`src/rtl/monitor_report_pkg.sv`:
```
// ---------------------------------------------------------------------------
// monitor_report_pkg
// Shared constants, the report-record layout and a width helper for the
// monitor report collector slice.
//
// Build option: define MONITOR_REPORT_TIMESTAMP_EN to prepend a free-running
// timestamp to every record. Left undefined, records carry only the
// report vector.
// ---------------------------------------------------------------------------
package monitor_report_pkg;

    // 9 LTL automata, each exposing 4 report outputs.
    localparam int N_REPORTS_C4          = 36;
    localparam int REPORTS_PER_AUTOMATON = 4;
    localparam int TS_W_C                = 16;

`ifdef MONITOR_REPORT_TIMESTAMP_EN
    localparam bit TIMESTAMP_EN = 1'b1;

    typedef struct packed {
        logic [TS_W_C-1:0]       timestamp;
        logic [N_REPORTS_C4-1:0] vector;
    } report_rec_t;
`else
    localparam bit TIMESTAMP_EN = 1'b0;

    typedef struct packed {
        logic [N_REPORTS_C4-1:0] vector;
    } report_rec_t;
`endif

    // Width of one buffered record for a given report/timestamp width.
    function automatic int rec_width(input int n_reports, input int ts_w);
        return TIMESTAMP_EN ? (n_reports + ts_w) : n_reports;
    endfunction

endpackage

```
`src/rtl/monitor_report_fifo.sv`:
```
// ---------------------------------------------------------------------------
// monitor_report_fifo
// Show-ahead FIFO: rd_data presents the oldest entry combinationally and
// reads as zero while empty.
//
// Ports:
//   clk, reset      - clock, synchronous active-high reset
//   push, wr_data   - write request and data
//   pop             - remove the oldest entry (ignored while empty)
//   rd_data         - oldest entry, or 0 when empty
//   full, empty     - occupancy status
// ---------------------------------------------------------------------------
module monitor_report_fifo
    import monitor_report_pkg::*;
#(
    parameter int WIDTH = 52,
    parameter int DEPTH = 16
) (
    input  logic             clk,
    input  logic             reset,
    input  logic             push,
    input  logic [WIDTH-1:0] wr_data,
    input  logic             pop,
    output logic [WIDTH-1:0] rd_data,
    output logic             full,
    output logic             empty
);

    localparam int AW = $clog2(DEPTH);

    // One extra pointer bit distinguishes full from empty when the
    // address bits coincide.
    logic [AW:0]      wr_ptr;
    logic [AW:0]      rd_ptr;
    logic [WIDTH-1:0] mem [DEPTH];
    logic             do_push;
    logic             do_pop;

    assign empty = (wr_ptr == rd_ptr);
    assign full  = (wr_ptr[AW] != rd_ptr[AW]) &&
                   (wr_ptr[AW-1:0] == rd_ptr[AW-1:0]);

    // A full FIFO still accepts a write when the same edge frees a slot.
    assign do_pop  = pop && !empty;
    assign do_push = push && (!full || do_pop);

    assign rd_data = empty ? '0 : mem[rd_ptr[AW-1:0]];

    // Pointer update: reset wins over any push or pop in the same cycle.
    always_ff @(posedge clk) begin
        if (reset) begin
            wr_ptr <= '0;
            rd_ptr <= '0;
        end else begin
            if (do_push) wr_ptr <= wr_ptr + 1'b1;
            if (do_pop)  rd_ptr <= rd_ptr + 1'b1;
        end
    end

    // Storage array; no reset needed since empty masks stale contents.
    always_ff @(posedge clk) begin
        if (!reset && do_push) begin
            mem[wr_ptr[AW-1:0]] <= wr_data;
        end
    end

endmodule

```
`src/rtl/monitor_report_collector.sv`:
```
// ---------------------------------------------------------------------------
// monitor_report_collector
// Captures nonzero automata report vectors on run cycles into a record
// buffer, with overflow/drop accounting.
//
// Build option: MONITOR_REPORT_TIMESTAMP_EN adds a run-cycle timestamp
// counter and records become {timestamp, report_vec}.
//
// Ports:
//   clk, reset  - clock, synchronous active-high reset
//   run         - valid symbol cycle
//   report_vec  - automata reports, bit 4k+j = automaton k, report j
//   rep_valid   - a record is presented on rep_data
//   rep_ready   - reader accepts the presented record
//   rep_data    - oldest record, 0 when none
//   overflow    - sticky: at least one record was dropped
//   drop_cnt    - saturating count of dropped records
// ---------------------------------------------------------------------------
module monitor_report_collector
    import monitor_report_pkg::*;
#(
    parameter int N_REPORTS  = 36,
    parameter int FIFO_DEPTH = 16,
    parameter int TS_W       = 16
) (
    input  logic                                  clk,
    input  logic                                  reset,
    input  logic                                  run,
    input  logic [N_REPORTS-1:0]                  report_vec,
    output logic                                  rep_valid,
    input  logic                                  rep_ready,
    output logic [rec_width(N_REPORTS, TS_W)-1:0] rep_data,
    output logic                                  overflow,
    output logic [7:0]                            drop_cnt
);

    localparam int REC_W = rec_width(N_REPORTS, TS_W);

    logic             capture;
    logic             pop;
    logic             drop;
    logic             fifo_full;
    logic             fifo_empty;
    logic [REC_W-1:0] record;

    assign capture   = run && (|report_vec);
    assign rep_valid = !fifo_empty;
    assign pop       = rep_valid && rep_ready;
    assign drop      = capture && fifo_full && !pop;

`ifdef MONITOR_REPORT_TIMESTAMP_EN
    logic [TS_W-1:0] timestamp;

    // Timestamp counts run cycles and wraps silently; a record captured in
    // a cycle carries the value held during that cycle.
    always_ff @(posedge clk) begin
        if (reset) begin
            timestamp <= '0;
        end else if (run) begin
            timestamp <= timestamp + 1'b1;
        end
    end

    assign record = {timestamp, report_vec};
`else
    assign record = report_vec;
`endif

    monitor_report_fifo #(
        .WIDTH (REC_W),
        .DEPTH (FIFO_DEPTH)
    ) u_fifo (
        .clk     (clk),
        .reset   (reset),
        .push    (capture),
        .wr_data (record),
        .pop     (pop),
        .rd_data (rep_data),
        .full    (fifo_full),
        .empty   (fifo_empty)
    );

    // Drop accounting: sticky flag and saturating counter, cleared only by
    // reset.
    always_ff @(posedge clk) begin
        if (reset) begin
            overflow <= 1'b0;
            drop_cnt <= '0;
        end else if (drop) begin
            overflow <= 1'b1;
            if (drop_cnt != 8'hFF) drop_cnt <= drop_cnt + 8'd1;
        end
    end

endmodule

```
`config.mk`:
```
export PLATFORM = sky130hd
export DESIGN_NAME = monitor_report_collector
export DESIGN_NICKNAME = d
export VERILOG_FILES = /design/src/rtl/monitor_report_pkg.sv /design/src/rtl/monitor_report_fifo.sv /design/src/rtl/monitor_report_collector.sv
export SDC_FILE = /design/constraint.sdc
export NUM_CORES = 1
export LEC_CHECK = 0
export ABC_AREA = 0
export BUFFER_PORTS_ARGS = -buffer_cell sky130_fd_sc_hd__buf_2
export CORE_MARGIN = 10
export CORE_UTILIZATION = 47
export DETAILED_ROUTE_END_ITERATION = 7
export PLACE_DENSITY_LB_ADDON = 0.25
export RECOVER_POWER = 50
export SYNTH_ARGS = -nofsm -noshare
export SYNTH_HDL_FRONTEND = slang
export SYNTH_HIERARCHICAL = 1
export SYNTH_SLANG_ARGS = --single-unit
```
`constraint.sdc`:
```
create_clock -name clk -period 4.9 [get_ports clk]
set_clock_uncertainty 0.2 [all_clocks]
set_input_delay 0.49 -clock clk [delete_from_list [all_inputs] [get_ports clk]]
set_output_delay 0.49 -clock clk [all_outputs]
set_load 0.02 [all_outputs]
```
==> impl_metrics.tcl <==
set metrics [dict create \
    outcome "finished with violations" \
    failed_checks "capacitance limit, slew limit" \
    cp_data_required_time_ns 4.21 \
    worstPathArrival_ns 3.54 \
    die_height_um 240.4 \
    clock_path_buffers 3 \
    track_usage_pct 17.45 \
    firstDrtPassIters 5 \
    wl_per_cell_um 27.08 \
    timing.setup.tns_ns 0 \
    cp_max_fo 39 \
    viasPerCell 5.997 \
    tightestPinTransition_ns 2.017 \
    powerDensity_nw_per_um2 411.4 \
    synth.area.top_cells "edfxtp_1 76%, mux4_2 14%, dfxtp_1 2.0%, o22ai_1 2.0%, nor3_1 0.86%" \
    syn_inst 1041 \
    finalCritPeriodShare_pct 86.37 \
    finalMaxSlewViolations 15 \
    die_x_um 240.4 \
    maxCapViolCount 1 \
    place_area_um2 23980 \
    cts_buffers 59 \
    setup_viol 0 \
    maxSlewHeadroom_pct -35.60 \
    synth-edff-count 576 \
    endpoint_kind "output pin" \
    ys_async_sr_fraction_pct 0 \
    holdWs_ns 0.1291 \
    grt_overflow_total 0 \
    crit_type "reg -> out" \
    routed_wl_um 49240 \
    synth_seq_cells 599 \
    cts_htree_levels 2 \
    core-area_um2 47850 \
    insertion_delay_ns 0.61 \
    fin_util_pct 53.74 \
    power_mw 10.58 \
    num_vias 10900 \
    seq_area_frac_synth_pct 77.79 \
    fin_crit_ns 4.232 \
    hold_class "in -> reg" \
    hold_violations 0 \
    drive_above_1_share_pct 25.87 \
    n_fill_cell 3667 \
    grt_max_degree 66 \
    gp_congestion 0.7463 \
    worst_setup_path_start_kind "register" \
    initial_core_util_pct 47.71 \
    clock_sinks 599 \
    p_leak_nw 7.801 \
    area_delta_synth_final_pct 12.65 \
    num_rows 80 \
    rsz0062_at_grt "false" \
    fin_nets 1201 \
    synthTopCellsByCount "576 x edfxtp_1, 144 x mux4_2, 72 x o22ai_1" \
    post_cts_resized 0 \
    ys_types 45 \
    ir_worst_vdd_mv 0.2306 \
    antenna_found_initial 0 \
    max_freq_ghz 0.2363 \
    synth_most_common_cell "edfxtp_1" \
    grt_pass1_vias 11420 \
    drt_iter0_markers 1007 \
    fin_area_um2 25710 \
    cts_hold_buf 0 \
    synth_nets 1087 \
    post_cts_buffers 0 \
    netlist.top_cell.by_area "edfxtp_1" \
    ant_nets 0 \
    die-area_um2 57780 \
    cts_root_buffer "clkbuf_16" \
    post-synth-top-area-fraction_pct 75.78 \
    clk_pin_slew_ns 0.06 \
    ios 86 \
    port_buffers 85 \
    grt_pass1_wl_um 74290 \
    dp_hpwl_um 26610 \
    cts_tree "done" \
    yosys_warnings 6 \
    netlist_area_um2 22830 \
    drc 0 \
    ys.flop_type "edfxtp_1" \
    avgSynthCellArea_um2 21.93 \
]
-- worst max-delay path: stages (launching register included) --
cell and delay [ns]:
dfxtp_4 0.85, buf_4 0.73, mux4_2 0.61, o22ai_1 0.26, nor3_1 0.14, buf_2 0.26
-- path summary, 6_finish.rpt --
| kind | depth (start not counted) | slack, ns | start | endpoint |
|---|---|---|---|---|
| hold / removal | 2 | 0.13 | reset | u_fifo/wr_ptr[2] |
| setup / recovery | 5 | 0.67 | register | rep_data[0] |
| hold reg to reg | 2 | 0.26 | overflow | overflow |
| setup reg to reg | 9 | 1.28 | u_fifo/wr_ptr[2] | u_fifo/mem[5][2] |
-- report_power, final --
part,internal (mW),switching [mW],leakage (nW),total (mW)
Sequential,5.65,0.0345,5.38,5.68
Combinational,0.206,0.401,1.53,0.607
Clock,2.48,1.81,0.896,4.29
-- state kept, by name (all words and copies together), names as in the netlist, named ones only --
signal / cells
drop_cnt: 8
u_fifo/wr_ptr: 5
overflow: 1
u_fifo/mem: 576
u_fifo/rd_ptr: 5
-- cell type report --
class	count	area, µm²	area share (%)
flip-flops and latches	599	17770	69.10
multi-input cells	380	4760	18.51
clock buffers	79	1634	6.355
well taps	615	769.5	2.993
repair buffers	109	548.0	2.131
clock inverters	29	209.0	0.8126
inverters	6	22.52	0.08759
diodes	1	2.502	0.009732
-- logic make-up after synthesis --
kind of cell / Yosys count / synth area share, %
buf+inv: 62 / 1.348
simple gates: 117 / 2.944
flops: 599 / 77.79
mux: 148 / 14.41
fa+ha+maj: 6 / 0.3289
compound gates: 100 / 2.834
xor+xnor: 9 / 0.3453
-- layout by cell type, fill, tap and decap left out, types with 5 or more instances in the layout --
master     instances
edfxtp_1         576
mux4_2           144
o22ai_1           72
clkbuf_1          62
clkbuf_16         61
buf_2             40
nor3_1            39
dfxtp_1           20
buf_4             19
clkinv_1          16
and2_2            12
a21oi_1           10
nand2_1            9
nor2_1             9
nor4_1             7
clkinv_2           7
inv_1              6
or4_1              6
ha_1               6
nand3_1            5
o31ai_1            5
xnor2_1            5
o21ai_0            5
-- layer usage --
metal	GRT usage, %	routed length [µm]
met1	24.72	21370
met2	27.05	23460
met3	3.435	3377
met4	5.253	1028
met5	0	0
-- per-stage QoR --
step / setup slack [ns] / cells
finish: 0.6677 / 1818
global route: 0.4353 / 1817
CTS: 0.6161 / 1817
detailed placement: 1.201 / 1709
global placement: 1.258 / 1709
floorplan: 0.1465 / 1041
(Power assumes the default switching activity.)
